## config.mk

```make
export PLATFORM = sky130hd
export DESIGN_NAME = serial_rx_frame
export DESIGN_NICKNAME = d
export VERILOG_FILES = /design/src/rtl/serial_rx_frame.sv
export SDC_FILE = /design/constraint.sdc
export NUM_CORES = 1
export LEC_CHECK = 0
export CAP_MARGIN = 10
export CORE_MARGIN = 2
export CORE_UTILIZATION = 54
export DETAILED_ROUTE_END_ITERATION = 10
export PLACE_DENSITY = 0.78
export SLEW_MARGIN = 15
export SYNTH_ARGS = -nofsm -noshare
export SYNTH_HDL_FRONTEND = slang
export SYNTH_SLANG_ARGS = --single-unit
```

## constraint.sdc

```tcl
create_clock -name clk -period 2 [get_ports clk]
set_input_delay 0.4 -clock clk [delete_from_list [all_inputs] [get_ports clk]]
set_output_delay 0.4 -clock clk [all_outputs]
set_load 0.05 [all_outputs]
```

## src/rtl/serial_rx_frame.sv

```systemverilog
// serial_rx_frame: async serial receiver, start + DATA_W bits LSB first + stop.
// Define RX_PARITY_EN to add a parity bit (PARITY_ODD selects odd/even).
module serial_rx_frame #(
  parameter int DATA_W       = 8,
  parameter int CLKS_PER_BIT = 16,
  parameter bit PARITY_ODD   = 1'b0
) (
  input  logic              clk,
  input  logic              rst_n,
  input  logic              rx_in,
  output logic [DATA_W-1:0] rx_data,
  output logic              rx_valid,
  input  logic              rx_ready,
  output logic              frame_err,
  output logic              parity_err,
  output logic              overrun,
  output logic              busy
);

  localparam int CW = $clog2(CLKS_PER_BIT);
  localparam int BW = $clog2(DATA_W + 1);
  localparam logic [CW-1:0] HALF_M1 = CW'(CLKS_PER_BIT / 2 - 1);
  localparam logic [CW-1:0] FULL_M1 = CW'(CLKS_PER_BIT - 1);
  localparam logic [BW-1:0] LAST    = BW'(DATA_W - 1);

`ifdef RX_PARITY_EN
  typedef enum logic [2:0] {
    IDLE, START, DATA, PARITY, STOP, BRK_WAIT
  } state_e;
`else
  typedef enum logic [2:0] {
    IDLE, START, DATA, STOP, BRK_WAIT
  } state_e;
`endif

  state_e state_q, state_d;
  logic sync1_q, rx_s;
  logic [CW-1:0] cyc_q, cyc_d;
  logic [BW-1:0] bit_q, bit_d;
  logic [DATA_W-1:0] sh_q, sh_d;
  logic [DATA_W-1:0] data_q, data_d;
  logic valid_q, valid_d;
  logic fe_q, fe_d, pe_q, pe_d, ov_q, ov_d;
  logic perr;

`ifdef RX_PARITY_EN
  logic perr_q, perr_d;
  assign perr = perr_q;
`else
  assign perr = PARITY_ODD & 1'b0;
`endif

  always_ff @(posedge clk or negedge rst_n) begin
    if (!rst_n) begin
      sync1_q <= 1'b1;
      rx_s    <= 1'b1;
      state_q <= IDLE;
      cyc_q   <= '0;
      bit_q   <= '0;
      sh_q    <= '0;
      data_q  <= '0;
      valid_q <= 1'b0;
      fe_q    <= 1'b0;
      pe_q    <= 1'b0;
      ov_q    <= 1'b0;
`ifdef RX_PARITY_EN
      perr_q  <= 1'b0;
`endif
    end else begin
      sync1_q <= rx_in;
      rx_s    <= sync1_q;
      state_q <= state_d;
      cyc_q   <= cyc_d;
      bit_q   <= bit_d;
      sh_q    <= sh_d;
      data_q  <= data_d;
      valid_q <= valid_d;
      fe_q    <= fe_d;
      pe_q    <= pe_d;
      ov_q    <= ov_d;
`ifdef RX_PARITY_EN
      perr_q  <= perr_d;
`endif
    end
  end

  always_comb begin
    state_d = state_q;
    cyc_d   = cyc_q + CW'(1);
    bit_d   = bit_q;
    sh_d    = sh_q;
    data_d  = data_q;
    valid_d = valid_q;
    fe_d    = 1'b0;
    pe_d    = 1'b0;
    ov_d    = 1'b0;
`ifdef RX_PARITY_EN
    perr_d  = perr_q;
`endif
    if (valid_q && rx_ready) valid_d = 1'b0;
    unique case (state_q)
      IDLE: begin
        cyc_d = '0;
        bit_d = '0;
        if (!rx_s) state_d = START;
      end
      START: begin
        if (cyc_q == HALF_M1) begin
          cyc_d   = '0;
          state_d = rx_s ? IDLE : DATA;
        end
      end
      DATA: begin
        if (cyc_q == FULL_M1) begin
          cyc_d = '0;
          sh_d  = {rx_s, sh_q[DATA_W-1:1]};
          bit_d = bit_q + BW'(1);
`ifdef RX_PARITY_EN
          if (bit_q == LAST) state_d = PARITY;
`else
          if (bit_q == LAST) state_d = STOP;
`endif
        end
      end
`ifdef RX_PARITY_EN
      PARITY: begin
        if (cyc_q == FULL_M1) begin
          cyc_d   = '0;
          perr_d  = rx_s ^ (^sh_q) ^ PARITY_ODD;
          state_d = STOP;
        end
      end
`endif
      STOP: begin
        if (cyc_q == FULL_M1) begin
          cyc_d   = '0;
          fe_d    = !rx_s;
          pe_d    = perr;
          state_d = rx_s ? IDLE : BRK_WAIT;
          // a busy holding register keeps the old word unless it drains now
          if (rx_s && !perr) begin
            if (valid_q && !rx_ready) begin
              ov_d = 1'b1;
            end else begin
              data_d  = sh_q;
              valid_d = 1'b1;
            end
          end
        end
      end
      BRK_WAIT: begin
        if (rx_s) state_d = IDLE;
      end
      default: state_d = IDLE;
    endcase
  end

  assign rx_data    = data_q;
  assign rx_valid   = valid_q;
  assign frame_err  = fe_q;
  assign parity_err = pe_q;
  assign overrun    = ov_q;
  assign busy       = (state_q != IDLE);

endmodule
```

# Word-level counts from Yosys, hierarchy flattened
# Cells that the tools add are included.
[op_classes] n_mul=0 eq_ne=13 n_reduce_logical=12 n_div=0 shift=0 addsub=2 mux=25 bitwise=1 order_cmp=0
[op_table] cell="3-bit 2-to-1 mux" n=7
[op_table] cell="3-bit case mux with 5 select lines" n=1
[op_table] cell="4-bit 2-to-1 mux" n=3
[op_table] cell="2-bit inequality test, second input constant" n=6
[op_table] cell="4-bit case mux with 3 select lines" n=1
[op_table] cell="1-bit 2-to-1 mux" n=11
[op_table] cell="4-bit by 1-bit adder with 4-bit output, second input constant" n=2
[op_table] cell="4-bit by 3-bit == test with 1-bit output, second input constant" n=2
[op_table] cell="4-bit case mux with 2 select lines" n=1
[op_table] cell="3-bit by 2-bit == test with 1-bit output, second input constant" n=2
[op_table] cell="6-bit AND reduction" n=1
[op_table] cell="4-bit == test, second input constant" n=1
[op_table] cell="2-bit AND reduction" n=2
[op_table] cell="4-bit AND reduction" n=1
[op_table] cell="3-bit by 1-bit == test with 1-bit output, second input constant" n=1
[op_table] cell="3-bit == test, second input constant" n=1
[op_table] cell="3-bit logical NOT" n=1
[op_table] cell="3-bit nonzero test" n=1
[op_table] cell="1-bit logical AND" n=2
[op_table] cell="1-bit logical NOT" n=2
[op_table] cell="2-bit 2-to-1 mux" n=1
[op_table] cell="2-bit nonzero test" n=1
[op_table] cell="2-bit OR reduction" n=1
[op_table] cell="1-bit inverter" n=1
[totals] register_bits=32 memories=0 mem_bits_rw=0 romBits=0 word_cells=63 in_bits=4 latch_bits=0 out_inout_bits=13

# Depth between registers and ports, before layout
[depth] depth_word=6 mapped_depth=6 depth_no_buf=4

# Worst setup path after synthesis
# OpenSTA, ideal clock, no wires.
[synth_path] kind="reg2reg" start="reg cyc_q[0]" end="reg sh_q[0]" path_slack_ps=300 period_less_slack_ps=1700 arrival_time_ps=1575 t_required_ps=1875 path_buffers=2 setup_time_ps=125 path_stages_with_launch=7 path_cell_list="dfrtp_1 -> ha_1 -> nand3_1 -> clkbuf_1 -> or2_4 -> buf_6 -> mux2_4"
[synth_via] elab_chain_cells=2
[synth_lines] item="start, declared" line="38" source="logic [CW-1:0] cyc_q, cyc_d;"
[synth_lines] item="start signal, assigned" line="73" source="cyc_q <= cyc_d;"
[synth_lines] item="4-bit == test" line="114" source="if (cyc_q == FULL_M1) begin"
[synth_lines] item="2-bit AND reduction (no line)"
[synth_lines] item="end signal, assigned" line="60" source="sh_q <= '0;"
[synth_lines] item="end signal, assigned" line="75" source="sh_q <= sh_d;"
[synth_lines] item="end, declared" line="40" source="logic [DATA_W-1:0] sh_q, sh_d;"
# No other way between the ends.
# A chain may end at the register's enable or synchronous reset.

# Worst setup path after layout
[layout_path] start="reg data_q[0] (netlist: rx_data[0])" end="out rx_data[0]"
[layout_rtl] item="start, declared" line="41" source="logic [DATA_W-1:0] data_q, data_d;"
[layout_rtl] item="start signal, assigned" line="76" source="data_q <= data_d;"
[layout_rtl] item="end, declared" line="11" source="output logic [DATA_W-1:0] rx_data,"
# No word-level cell between the ends.

==> impl_metrics.ini <==
[timing]
worst_slack_ns = 0.0948
rsz0062_at_grt = false
min_period_ns = 1.91
setup_viol = 0
fin_worst_skew_ns = 0.00908
fin_crit_sh_pct = 95.3
finalHoldViolCount = 0
slew_violations = 0
fmax_ghz = 0.525
setup_tns_ns = 0
relSlewSlack_pct = 66.4
tightest_slew_ns = 0.502

[setup_path]
cp_slowest_stage_delay_ns = 0.81
crit_chain = clkdlybuf4s50_1
critPathTopFamily = buffers and inverters
path_buf_inv = 1
ff2ff_path_depth = 5
cp.arrival_ns = 1.51
rrSetupSlack_ns = 0.25
required_ns = 1.60
setup.worst_path.end_class = output port
cp.depth = 1
r2r_start = cyc_q[0]
cp-start-kind = flip-flop
crit_path_max_fanout = 2
crit_end = rx_data[0]
cpMaxStageDelayCell = clkdlybuf4s50_1
critPathLaunch = rx_data[0]
r2r_end = rx_data[1]
criticalPathCategory = reg2out

[yosys]
synthArstFlopShare_pct = 100
synth_edf_count = 0
synth-simple-area-share_pct = 14.2
synth_compound_area_share_pct = 5.61
synth_area_um2 = 1410
yosysSeqAreaShare_pct = 57.2
ys_ff_latch = 32
syn_area_per_cell_um2 = 12.9
synthCells = 109
synth_cell_types = 38
synth_xor_area_share_pct = 1.25
synthAdderAreaFrac_pct = 1.78
synth_mux_area_share_pct = 15.4
synth_ff_type = dfrtp_1
synth_top_family_by_area = multiplexers
syn-num-nets = 115
yosys_warnings = 0

[place]
dp_hpwl_um = 1600
io_buffers = 15
gp_congestion = 0.799
pre_cts_slack_ns = 0.0396

[clocking]
cts.clk_slew.worst_paths_ns = 0.10
cts_tree = done
cts-htree-levels = 2
cts_root_buf = clkbuf_4
hold_buffers = 0
clockBufferDepth = 2
cts_buffers = 5
clock_sinks = 32
worstSkewPairLatency_ns = 0.33
post_cts_buffers = 0

[layout]
mostFrequentLayoutCell = dfrtp_1
areaGrowthSynthToFinish_pct = 17.3
utilization_pct = 66.5
layout_common_cells = dfrtp_1, clkdlybuf4s50_1, mux2_2, mux2_4
nets = 133
drive_above_1_share_pct = 25.8
antennaDiodeCount = 0

[routing]
drc_errors = 0
wl_per_cell_um = 14.3
vias = 884
drt_iter0_drc = 9
wl_um = 2260
ant_nets = 0
dr.pass1.iters = 4
vias_per_cell = 5.59

[pwr]
pwr-share-clk_pct = 29.4
p_leak_nw = 0.784
pwr-share-seq_pct = 51.4
internal_power_w = 0.00113
p_comb_share_pct = 19.2
p_switching_w = 0.000465
switching_share_pct = 29.1
powerDensity_nw_per_um2 = 970
vdd_drop_max_mv = 0.621

[grt]
antenna_found_initial = 0
grt_pass1_vias = 838
track_usage_pct = 18.3
grt_pass1_wl_um = 3770
grt-ovfl-total = 0
grt_max_degree = 33

[floorplanning]
dieArea_um2 = 3030
die_y_um = 55.0
pin_count = 17
die_x_um = 55.0
start_util_pct = 56.7
core_um2 = 2480
num_rows = 18

[hold_path]
hold_class = reg2reg
min_path_cells = 0

[run_status]
outcome = finished, final reports clean

[flow_run]
max_cap_violations = 0
## worst reg2reg max path, stage by stage (launching register included)
cell	delay, ns
dfrtp_1	0.38
ha_1	0.25
nand3_1	0.14
nor4bb_1	0.30
buf_4	0.22
mux2_2	0.34
## Yosys cell counts (3+ instances only)
cell type,instances,area share [%]
clkbuf_1,3,0.80
mux2_4,7,7.5
dfrtp_1,30,53
mux2_2,9,7.2
nand2_1,5,1.3
nand3_1,3,1.1
nand2b_1,3,1.3
or3_1,3,1.3
inv_1,4,1.1
nor2_1,4,1.1
a21oi_1,3,1.1
## per-stage QoR
stage / area [um^2] / instances / total power (W) / hold slack [ns]
finish: 1650 / 158 / 0.00160 / 0.366
global route: 1650 / 158 / 0.00171 / 0.369
CTS: 1640 / 158 / 0.00161 / 0.368
detailed placement: 1570 / 150 / 0.00113 / 0.353
global placement: 1570 / 150 / 0.00112 / 0.347
floorplan: 1410 / 109 / 0.00105 / 0.104
## flip-flops by register name, indices dropped and copies added (netlist names)
signal and cells:
cyc_q 4, rx_s 1, sync1_q 1, sh_q 8, bit_q 4, state_q 3
rx_data 8, rx_valid 1, frame_err 1, overrun 1
## timing repair
| action | CTS | global route |
|---|---|---|
| gates resized for setup | 0 | 1 |
| endpoints found under the hold margin | 0 | 0 |
| endpoints found under the setup margin | 0 | 1 |
## worst min path at each step
stage,from,to,slack (ns)
after global routing,sync1_q,rx_s,0.37
after CTS,sync1_q,rx_s,0.37
after global placement,sync1_q,rx_s,0.35
final,sync1_q,rx_s,0.37
after floorplan,rst_n,bit_q[0],0.10
after detailed placement,sync1_q,rx_s,0.35
## cell families (layout without fill, tap and decap cells)
kind of cell,count (synthesis),after routing
xor gates and xnor gates,2,2
and+or+nand+nor,32,32
AOI/OAI and AO/OA,12,12
DFF,32,32
muxes,17,17
other,1,1
adders and majority gates,2,2
buffers and inverters,11,30
## cell type report
type	instances	area, um^2
fillers	195	830
flip-flops and latches	32	803
multi-input cells	66	546
repair buffers	18	170
clock buffers	6	41.3
well taps	30	37.5
clock inverters	2	35.0
inverters	4	15.0
## metal layers
layer  track usage (%)  wire, um  vias up
li1                  -         -      415
met1              22.5      1030      445
met2              29.0      1080       22
met3              7.26       120        2
met4              7.32        27        0
met5                 0         0        -
## power groups by stage
| stage | clock [W] | combinational [W] | sequential (W) |
|---|---|---|---|
| 6_report | 0.000470 | 0.000306 | 0.000822 |
| 5_1_grt | 0.000524 | 0.000346 | 0.000835 |
| 4_1_cts | 0.000490 | 0.000306 | 0.000818 |
| 3_5_place_dp | 0 | 0.000303 | 0.000829 |
| 3_3_place_gp | 0 | 0.000294 | 0.000823 |
| 2_1_floorplan | 0 | 0.000249 | 0.000801 |
Power figures use the tool's default switching activity.
